$ cat src/rtl/cache_mem_pkg.sv
`default_nettype none
// ============================================================================
// Module   : cache_mem_pkg
// Purpose  : Shared FSM encoding, default latencies and width helpers for the
//            cache-to-RAM sequencer.
// Revision : 1.0
// ============================================================================
package cache_mem_pkg;

  typedef enum logic [2:0] {
    ST_IDLE        = 3'd0,
    ST_FETCH_WAIT  = 3'd1,
    ST_FLUSH_WAIT  = 3'd2,
    ST_FLUSH_WRITE = 3'd3,
    ST_ACK         = 3'd4
  } state_e;

  localparam int DEFAULT_READ_LATENCY  = 50;
  localparam int DEFAULT_WRITE_LATENCY = 50;

  // Never returns less than 1 so a counter always has at least one bit.
  function automatic int clog2(input int value);
    int result;
    int span;
    result = 0;
    span   = 1;
    while (span < value) begin
      span   = span * 2;
      result = result + 1;
    end
    return (result < 1) ? 1 : result;
  endfunction

  function automatic int max2(input int a, input int b);
    return (a > b) ? a : b;
  endfunction

endpackage
`default_nettype wire

$ cat src/rtl/cache_memory_controller_latency_counter.sv
`default_nettype none
// ============================================================================
// Module   : latency_counter
// Purpose  : Loadable down-counter that saturates at zero, with a zero flag.
// Revision : 1.0
// ============================================================================
module latency_counter
  import cache_mem_pkg::*;
#(
  parameter int WIDTH = clog2(max2(DEFAULT_READ_LATENCY, DEFAULT_WRITE_LATENCY))
) (
  input  logic             clk,
  input  logic             rst,
  input  logic             load,
  input  logic             en,
  input  logic [WIDTH-1:0] value,
  output logic             zero
);

  logic [WIDTH-1:0] count_q;
  logic [WIDTH-1:0] count_d;

  always_comb begin
    count_d = count_q;
    if (load) begin
      count_d = value;
    end else if (en && (count_q != '0)) begin
      count_d = count_q - WIDTH'(1);
    end
  end

  always_ff @(posedge clk) begin
    if (rst) begin
      count_q <= '0;
    end else begin
      count_q <= count_d;
    end
  end

  assign zero = (count_q == '0);

endmodule
`default_nettype wire

$ cat src/rtl/cache_memory_controller.sv
`default_nettype none
// ============================================================================
// Module   : cache_memory_controller
// Purpose  : Arbitrates cache refill/write-back requests onto a single-port RAM
//            with fixed access latencies and one-cycle completion acks.
// Revision : 1.0
// ============================================================================
module cache_memory_controller
  import cache_mem_pkg::*;
#(
  parameter int ADDRESS_SPACE = 12,
  parameter int DATA_SIZE     = 32,
  parameter int READ_LATENCY  = DEFAULT_READ_LATENCY,
  parameter int WRITE_LATENCY = DEFAULT_WRITE_LATENCY
) (
  input  logic                     clk,
  input  logic                     rsta,
  input  logic                     fetch,
  input  logic [ADDRESS_SPACE-1:0] fetch_addr,
  input  logic                     flush,
  input  logic [ADDRESS_SPACE-1:0] flush_addr,
  input  logic [DATA_SIZE-1:0]     flush_data,
  input  logic [DATA_SIZE-1:0]     ram_dout,
  output logic [ADDRESS_SPACE-1:0] ram_addr,
  output logic [DATA_SIZE-1:0]     ram_din,
  output logic                     ram_we,
  output logic [DATA_SIZE-1:0]     fetch_data,
  output logic                     fetch_ack,
  output logic                     flush_ack,
  output logic                     busy
);

  localparam int               CNT_W        = clog2(max2(READ_LATENCY, WRITE_LATENCY));
  localparam logic [CNT_W-1:0] C_READ_LOAD  = CNT_W'(READ_LATENCY - 1);
  localparam logic [CNT_W-1:0] C_WRITE_LOAD = CNT_W'(WRITE_LATENCY - 1);

  state_e                   state_q,      state_d;
  logic [ADDRESS_SPACE-1:0] ram_addr_q,   ram_addr_d;
  logic [DATA_SIZE-1:0]     ram_din_q,    ram_din_d;
  logic                     ram_we_q,     ram_we_d;
  logic [DATA_SIZE-1:0]     fetch_data_q, fetch_data_d;
  logic                     fetch_ack_q,  fetch_ack_d;
  logic                     flush_ack_q,  flush_ack_d;

  logic             cnt_load;
  logic             cnt_en;
  logic [CNT_W-1:0] cnt_value;
  logic             cnt_zero;

  latency_counter #(
    .WIDTH (CNT_W)
  ) u_latency_counter (
    .clk   (clk),
    .rst   (rsta),
    .load  (cnt_load),
    .en    (cnt_en),
    .value (cnt_value),
    .zero  (cnt_zero)
  );

  always_comb begin
    state_d      = state_q;
    ram_addr_d   = ram_addr_q;
    ram_din_d    = ram_din_q;
    fetch_data_d = fetch_data_q;
    ram_we_d     = 1'b0;
    fetch_ack_d  = 1'b0;
    flush_ack_d  = 1'b0;
    cnt_load     = 1'b0;
    cnt_en       = 1'b0;
    cnt_value    = C_READ_LOAD;

    case (state_q)
      ST_IDLE: begin
        // Write-back wins so a dirty line reaches RAM before its own refill.
        if (flush) begin
          ram_addr_d = flush_addr;
          ram_din_d  = flush_data;
          cnt_load   = 1'b1;
          cnt_value  = C_WRITE_LOAD;
          state_d    = ST_FLUSH_WAIT;
        end else if (fetch) begin
          ram_addr_d = fetch_addr;
          cnt_load   = 1'b1;
          cnt_value  = C_READ_LOAD;
          state_d    = ST_FETCH_WAIT;
        end
      end

      ST_FETCH_WAIT: begin
        if (cnt_zero) begin
          fetch_data_d = ram_dout;
          fetch_ack_d  = 1'b1;
          state_d      = ST_ACK;
        end else begin
          cnt_en = 1'b1;
        end
      end

      ST_FLUSH_WAIT: begin
        if (cnt_zero) begin
          ram_we_d = 1'b1;
          state_d  = ST_FLUSH_WRITE;
        end else begin
          cnt_en = 1'b1;
        end
      end

      ST_FLUSH_WRITE: begin
        flush_ack_d = 1'b1;
        state_d     = ST_ACK;
      end

      // Requests are ignored here; the requester drops them during the ack.
      ST_ACK: begin
        state_d = ST_IDLE;
      end

      default: begin
        state_d = ST_IDLE;
      end
    endcase
  end

  always_ff @(posedge clk) begin
    if (rsta) begin
      state_q      <= ST_IDLE;
      ram_addr_q   <= '0;
      ram_din_q    <= '0;
      ram_we_q     <= 1'b0;
      fetch_data_q <= '0;
      fetch_ack_q  <= 1'b0;
      flush_ack_q  <= 1'b0;
    end else begin
      state_q      <= state_d;
      ram_addr_q   <= ram_addr_d;
      ram_din_q    <= ram_din_d;
      ram_we_q     <= ram_we_d;
      fetch_data_q <= fetch_data_d;
      fetch_ack_q  <= fetch_ack_d;
      flush_ack_q  <= flush_ack_d;
    end
  end

  assign ram_addr   = ram_addr_q;
  assign ram_din    = ram_din_q;
  assign ram_we     = ram_we_q;
  assign fetch_data = fetch_data_q;
  assign fetch_ack  = fetch_ack_q;
  assign flush_ack  = flush_ack_q;
  assign busy       = (state_q != ST_IDLE);

endmodule
`default_nettype wire

$ cat config.mk
export PLATFORM = sky130hd
export DESIGN_NAME = cache_memory_controller
export DESIGN_NICKNAME = d
export VERILOG_FILES = /design/src/rtl/cache_mem_pkg.sv /design/src/rtl/cache_memory_controller_latency_counter.sv /design/src/rtl/cache_memory_controller.sv
export SDC_FILE = /design/constraint.sdc
export NUM_CORES = 1
export LEC_CHECK = 0
export CAP_MARGIN = 20
export CORE_ASPECT_RATIO = 0.5
export CORE_MARGIN = 8
export CORE_UTILIZATION = 43
export DETAILED_ROUTE_END_ITERATION = 7
export PLACE_DENSITY = 0.86
export SYNTH_ARGS = -nofsm -noshare
export SYNTH_HDL_FRONTEND = slang
export SYNTH_SLANG_ARGS = --single-unit
$ cat constraint.sdc
create_clock -name clk -period 2.42 [get_ports clk]
set_input_delay 0.363 -clock clk [delete_from_list [all_inputs] [get_ports clk]]
set_output_delay 0.363 -clock clk [all_outputs]
set_load 0.02 [all_outputs]
==> results.json <==
{
  "ctsResizeCount": 0,
  "ys_seq_area_frac": 0.5283,
  "hpwl_um": 7206,
  "peakVddDrop_mv": 0.4533,
  "grt_max_degree": 34,
  "grt-ovfl-total": 0,
  "antenna_found_initial": 0,
  "dr.pass1.iters": 4,
  "worstSetupEndpointType": "output port",
  "finalCritPeriodShare": 0.8865,
  "fin_crit_ns": 2.145,
  "syn2layout_area_growth_pct": 61.84,
  "synth.area.top_cells": "dfxtp_1, nand2_1, a21oi_1",
  "ys_ff_latch": 88,
  "fin_ws_ns": 0.2746,
  "vias_per_cell": 4.895,
  "final_nets": 652,
  "holdWs_ns": 0.4512,
  "slew_headroom": 0.5780,
  "synth-warning-count": 0,
  "drive_gt1_frac": 0.05151,
  "wl_per_cell_um": 14.76,
  "leakagePower_nw": 1.983,
  "yosysUniqueCellTypes": 32,
  "synth.avg_cell_area_um2": 8.357,
  "io_buffer_count": 171,
  "hold_class": "reg -> reg",
  "path_delay_family": "buffers and inverters",
  "ant_nets": 0,
  "power_mw": 4.615,
  "ys_async_sr_fraction": 0,
  "cts.sinks": 88,
  "finClkSkew_ns": 0.006030,
  "start_kind": "register",
  "track_usage": 0.1775,
  "hold_viol_final": 0,
  "grt_pass1_wl_um": 15700,
  "critPathMaxFanout": 9,
  "setup_viol": 0,
  "gp_congestion": 0.8087,
  "critPathRequiredTime_ns": 2.06,
  "setup_tns_ns": 0,
  "clk_path_buf_depth": 2,
  "status": "finished clean",
  "synth-edff-count": 0,
  "crit_chain": "nor3_2, inv_1, clkdlybuf4s50_1",
  "maxSlewViolCount": 0,
  "syn_inst": 399,
  "slowest_delay_ns": 0.56,
  "die_area_mm2": 0.01100,
  "die_y_um": 78.27,
  "r2r-end": "fetch_data[21]",
  "hold_buffers": 0,
  "place_ws_ns": 0.4581,
  "cp-startpoint": "state_q[2]",
  "ios": 172,
  "critical_path_depth": 3,
  "max_freq_mhz": 466.1,
  "critical_path_class": "reg -> out",
  "insertedDiodeCount": 0,
  "worst_pin_slew_ns": 0.6331,
  "crit_path_top_delay_cell": "clkdlybuf4s50_1",
  "drc_errors": 0,
  "syn_nets": 493,
  "start_util": 0.4487,
  "reg2regPathDepth": 7,
  "routed_wl_um": 9724,
  "power_density_mw_per_mm2": 855.1,
  "synth_largest_area_cell": "dfxtp_1",
  "core.rowCount": 22,
  "cp.arrival_ns": 1.78,
  "endpoint": "busy",
  "vias": 3226,
  "cp_num_buf_inv": 2,
  "ctsRootBufferMaster": "clkbuf_16",
  "clk_pin_slew_worst_paths_ns": 0.06,
  "cts_setup_buffers": 0,
  "clk_latency_ns": 0.34,
  "max_cap_viol_count": 0,
  "final_area_mm2": 0.005396,
  "placed_cell_area_mm2": 0.005087,
  "core_mm2": 0.007432,
  "drtIter0Drc": 157,
  "cts_tree": "yes",
  "ff2ff_setup_slack_ns": 0.54,
  "regToRegStartpoint": "u_latency_counter.count_q[0]",
  "rsz0062_at_grt": "false",
  "cts_buffers": 9,
  "fp.dieW_um": 140.5,
  "first_global_vias": 3197,
  "synth_ff_type": "dfxtp_1",
  "syn_area_mm2": 0.003334,
  "netlist.area_leader.share": 0.5283,
  "htree_levels": 3
}
-- Yosys cell counts, drive strengths merged, types with 2 or more instances --
| cell type | instances |
|---|---|
| mux2i | 12 |
| nand2 | 129 |
| nor3 | 6 |
| inv | 5 |
| buf | 14 |
| dfxtp | 88 |
| nor2 | 17 |
| a2111oi | 3 |
| ha | 2 |
| xnor2 | 3 |
| and2 | 2 |
| nor4 | 2 |
| a21oi | 66 |
| and3 | 3 |
| o21a | 2 |
| a211oi | 16 |
| nor2b | 2 |
| clkbuf | 17 |
-- layout make-up --
cell class              count  area (um^2)
flip-flops and latches     88         1762
multi-input cells         275         1408
inverters                   5        18.77
clock inverters             4        52.55
clock buffers              12        256.5
repair buffers            179         1779
well taps                  96        120.1
fillers                   588         2036
-- stage by stage --
step,instances,util
finish,659,0.7261
detailed placement,643,0.6845
global placement,643,0.6845
global route,659,0.7261
CTS,659,0.7261
floorplan,399,-
-- worst reg2reg max path, cell delays in order, from the launching register on --
cell and delay (ns):
dfxtp_1 0.35, inv_1 0.10, ha_1 0.19, nor4b_4 0.38, and3_1 0.23, buf_4 0.31
nand2_1 0.11, a21oi_1 0.14
-- cells in the final DEF, fill, tap and decap left out, types with 2 or more instances in the layout --
| cell | count |
|---|---|
| a2111oi_2 | 2 |
| a211oi_1 | 15 |
| a21oi_1 | 66 |
| and2_1 | 2 |
| and3_1 | 3 |
| buf_4 | 7 |
| clkbuf_16 | 9 |
| clkbuf_8 | 2 |
| clkdlybuf4s50_1 | 170 |
| clkinvlp_4 | 3 |
| dfxtp_1 | 88 |
| ha_1 | 2 |
| inv_1 | 5 |
| mux2i_1 | 12 |
| nand2_1 | 129 |
| nor2_1 | 17 |
| nor2b_1 | 2 |
| nor3_1 | 5 |
| nor4_1 | 2 |
| o21a_1 | 2 |
| xnor2_1 | 3 |
-- where the power goes --
part	switching (mW)	internal [mW]	leakage, nW
clock network	0.540	0.856	0.141
registers	0.133	1.65	0.719
logic	0.763	0.677	1.12
total	1.44	3.18	1.98
-- layer usage --
metal / wire, um / vias up / share of wire / GRT usage
met5: 0 / - / 0 / 0
met3: 594 / 25 / 0.061 / 0.05733
met1: 3979 / 1454 / 0.41 / 0.1905
met2: 4855 / 101 / 0.50 / 0.3144
li1: - / 1646 / - / -
met4: 294 / 0 / 0.030 / 0.09149
-- kinds of logic after synthesis --
kind of cell | synth area share
fa+ha+maj | 0.007503
compound gates | 0.1636
buf+inv | 0.04953
mux | 0.03602
flops | 0.5283
simple gates | 0.2071
xor+xnor | 0.007881
-- sequential cells by signal, summed over array words and instances (netlist names) --
register	count
fetch_ack	1
flush_ack	1
u_latency_counter.count_q	6
ram_addr	12
state_q	3
fetch_data	32
ram_din	32
ram_we	1
-- worst min path at each step --
| stage | startpoint | end | slack [ns] | cells after the start |
|---|---|---|---|---|
| 4_1_cts | fetch_data[9] | fetch_data[9] | 0.45 | 2 |
| 3_5_place_dp | fetch_data[9] | fetch_data[9] | 0.45 | 2 |
| 3_3_place_gp | ram_din[5] | ram_din[5] | 0.44 | 2 |
| 6_report | fetch_data[8] | fetch_data[8] | 0.45 | 2 |
| 5_1_grt | ram_din[6] | ram_din[6] | 0.47 | 2 |
| 2_1_floorplan | u_latency_counter.count_q[0] | u_latency_counter.count_q[0] | 0.48 | 1 |
Note: power is estimated with default switching activity, not from simulation.
==> edit, RTL diff (same settings) <==
Change the parameter `ADDRESS_SPACE` from 12 to 6.
--- a/src/rtl/cache_memory_controller.sv
+++ b/src/rtl/cache_memory_controller.sv
@@ -9,5 +9,5 @@
   import cache_mem_pkg::*;
 #(
-  parameter int ADDRESS_SPACE = 12,
+  parameter int ADDRESS_SPACE = 6,
   parameter int DATA_SIZE     = 32,
   parameter int READ_LATENCY  = DEFAULT_READ_LATENCY,
Ports: changed (resized fetch_addr, flush_addr and ram_addr); port bits go from 172 to 154. No check against the original RTL was run, so the function may have changed too.
==> edit against the unedited design <==
Clock skew shrank 0.0019 ns; setup slack worse by 0.060 ns; final area fell by 7.4%; synthesized cell count shrank 16%; via count fell by 12%; total power fell by 3.8%; utilization up 0.82 points; die area down 6.4%; routed wire length shrank 8.1%; sequential cell count down 6; area after synthesis decreased by 7.6%.
==> edit: results (changes against the unedited design) <==
Cells and area
  • Buffers excl. clock: 161 (-10%)
  • Layout cell share with drive strength beyond 1: 0.0513 (-0.000175)
  • Fraction of area in multi-input gates: 0.258 (-0.00320)
  • Post-Layout Cell Count: 579 (-12%)
  • Finished Core Util: 0.734 (+0.00823)
  • Clk cell area share: 0.0671 (+0.00983)
  • Nets: 564 (-13%)
  • Clock buffer count: 11 (-1)
  • Sequential share of cell area: 0.328 (+0.00204)

Synth
  • Sequential share of the synthesized area: 0.533 (+0.00435)
  • Compound-Gate Fraction of Synth Area: 0.0991 (-0.0645)
  • Syn avg cell area: 9.20 um^2 (+10%)
  • Area contributors post-synth: dfxtp_1 (53%), mux2i_1 (13%), nand2_1 (8.0%)
  • Commonest cells in the synthesized netlist: dfxtp_1 (82), nand2_1 (66), nor2_1 (43)
  • XOR/XNOR share of the synthesized area: 0.00853 (+0.000646)
  • Adder-cell share of the synthesized area: 0.00812 (+0.000615)
  • Post-synthesis mux area share: 0.130 (+0.0939)
  • Post-Syn Nets: 417 (-15%)

Global route
  • First-pass GRT wire length: 13.6 mm (-13%)
  • Total GRT Usage: 0.168 (-0.00948)
  • Largest net degree at the start of global routing: 37 (+8.8%)

Hold path
  • Hold Path End: ram_din[3]
  • HP Start: ram_din[3]

Placed design
  • Final Wtd Congestion: 0.824 (+1.9%)
  • Setup slack at placement: 0.292 ns (-0.166 ns)
  • Port bufs: 153 (-11%)
  • Detailed placer's ending HPWL: 6.67 mm (-7.5%)
  • Cells after DPL: 563 (-12%)

STA
  • Worst Skew: 0.00412 ns (-0.00191 ns)
  • Setup slack after layout: 0.215 ns (-0.0599 ns)
  • Tightest Pin Transition: 0.690 ns (+0.0566 ns)
  • Hold WS: 0.452 ns (+0.00111 ns)

Drt
  • Detailed router's first-iteration violation count: 166 (+5.7%)
  • Drt total wl: 8.94 mm (-8.1%)

Die
  • Tap cells: 92 (-4.2%)

Power
  • Max IR drop VDD: 0.539 mV (+19%)
  • Power density cells: 888 nW/um^2 (+3.9%)
  • P_leak: 1.85 nW (-6.5%)

Run status
  • Status: completed

Critical path
  • Worst R2R End: fetch_data[4]
  • Crit Path Max Fanout: 8 (-1)
  • Critical path launch point: state_q[1]

Clock network
  • Sinks on Clock Net: 82 (-6.8%)
edit: changes by cell type after synthesis, sizes merged, moves of 2 or more:
| cell | before | now |
|---|---|---|
| nand2 | 129 | 66 |
| a21oi | 66 | 34 |
| mux2i | 12 | 40 |
| nor2 | 17 | 43 |
| a211oi | 16 | 8 |
| buf | 14 | 8 |
| dfxtp | 88 | 82 |
| xnor2 | 3 | 0 |
| xor2 | 0 | 3 |
| a2111oi | 3 | 1 |
| o2111ai | 0 | 2 |
edit: layer usage:
metal / share of wire / up-vias / GRT usage / routed length, um
li1: - / 1414 / - / -
met5: 0 / - / 0 / 0
met1: 0.39 / 1338 / 0.175 / 3520
met2: 0.53 / 79 / 0.311 / 4690
met4: 0.014 / 0 / 0.0598 / 121
met3: 0.068 / 10 / 0.0632 / 606
edit: critical path, stage by stage (launching register included):
cell and delay [ns]:
dfxtp_1 0.38, nor3_1 0.49, inv_1 0.08, clkdlybuf4s50_1 0.57
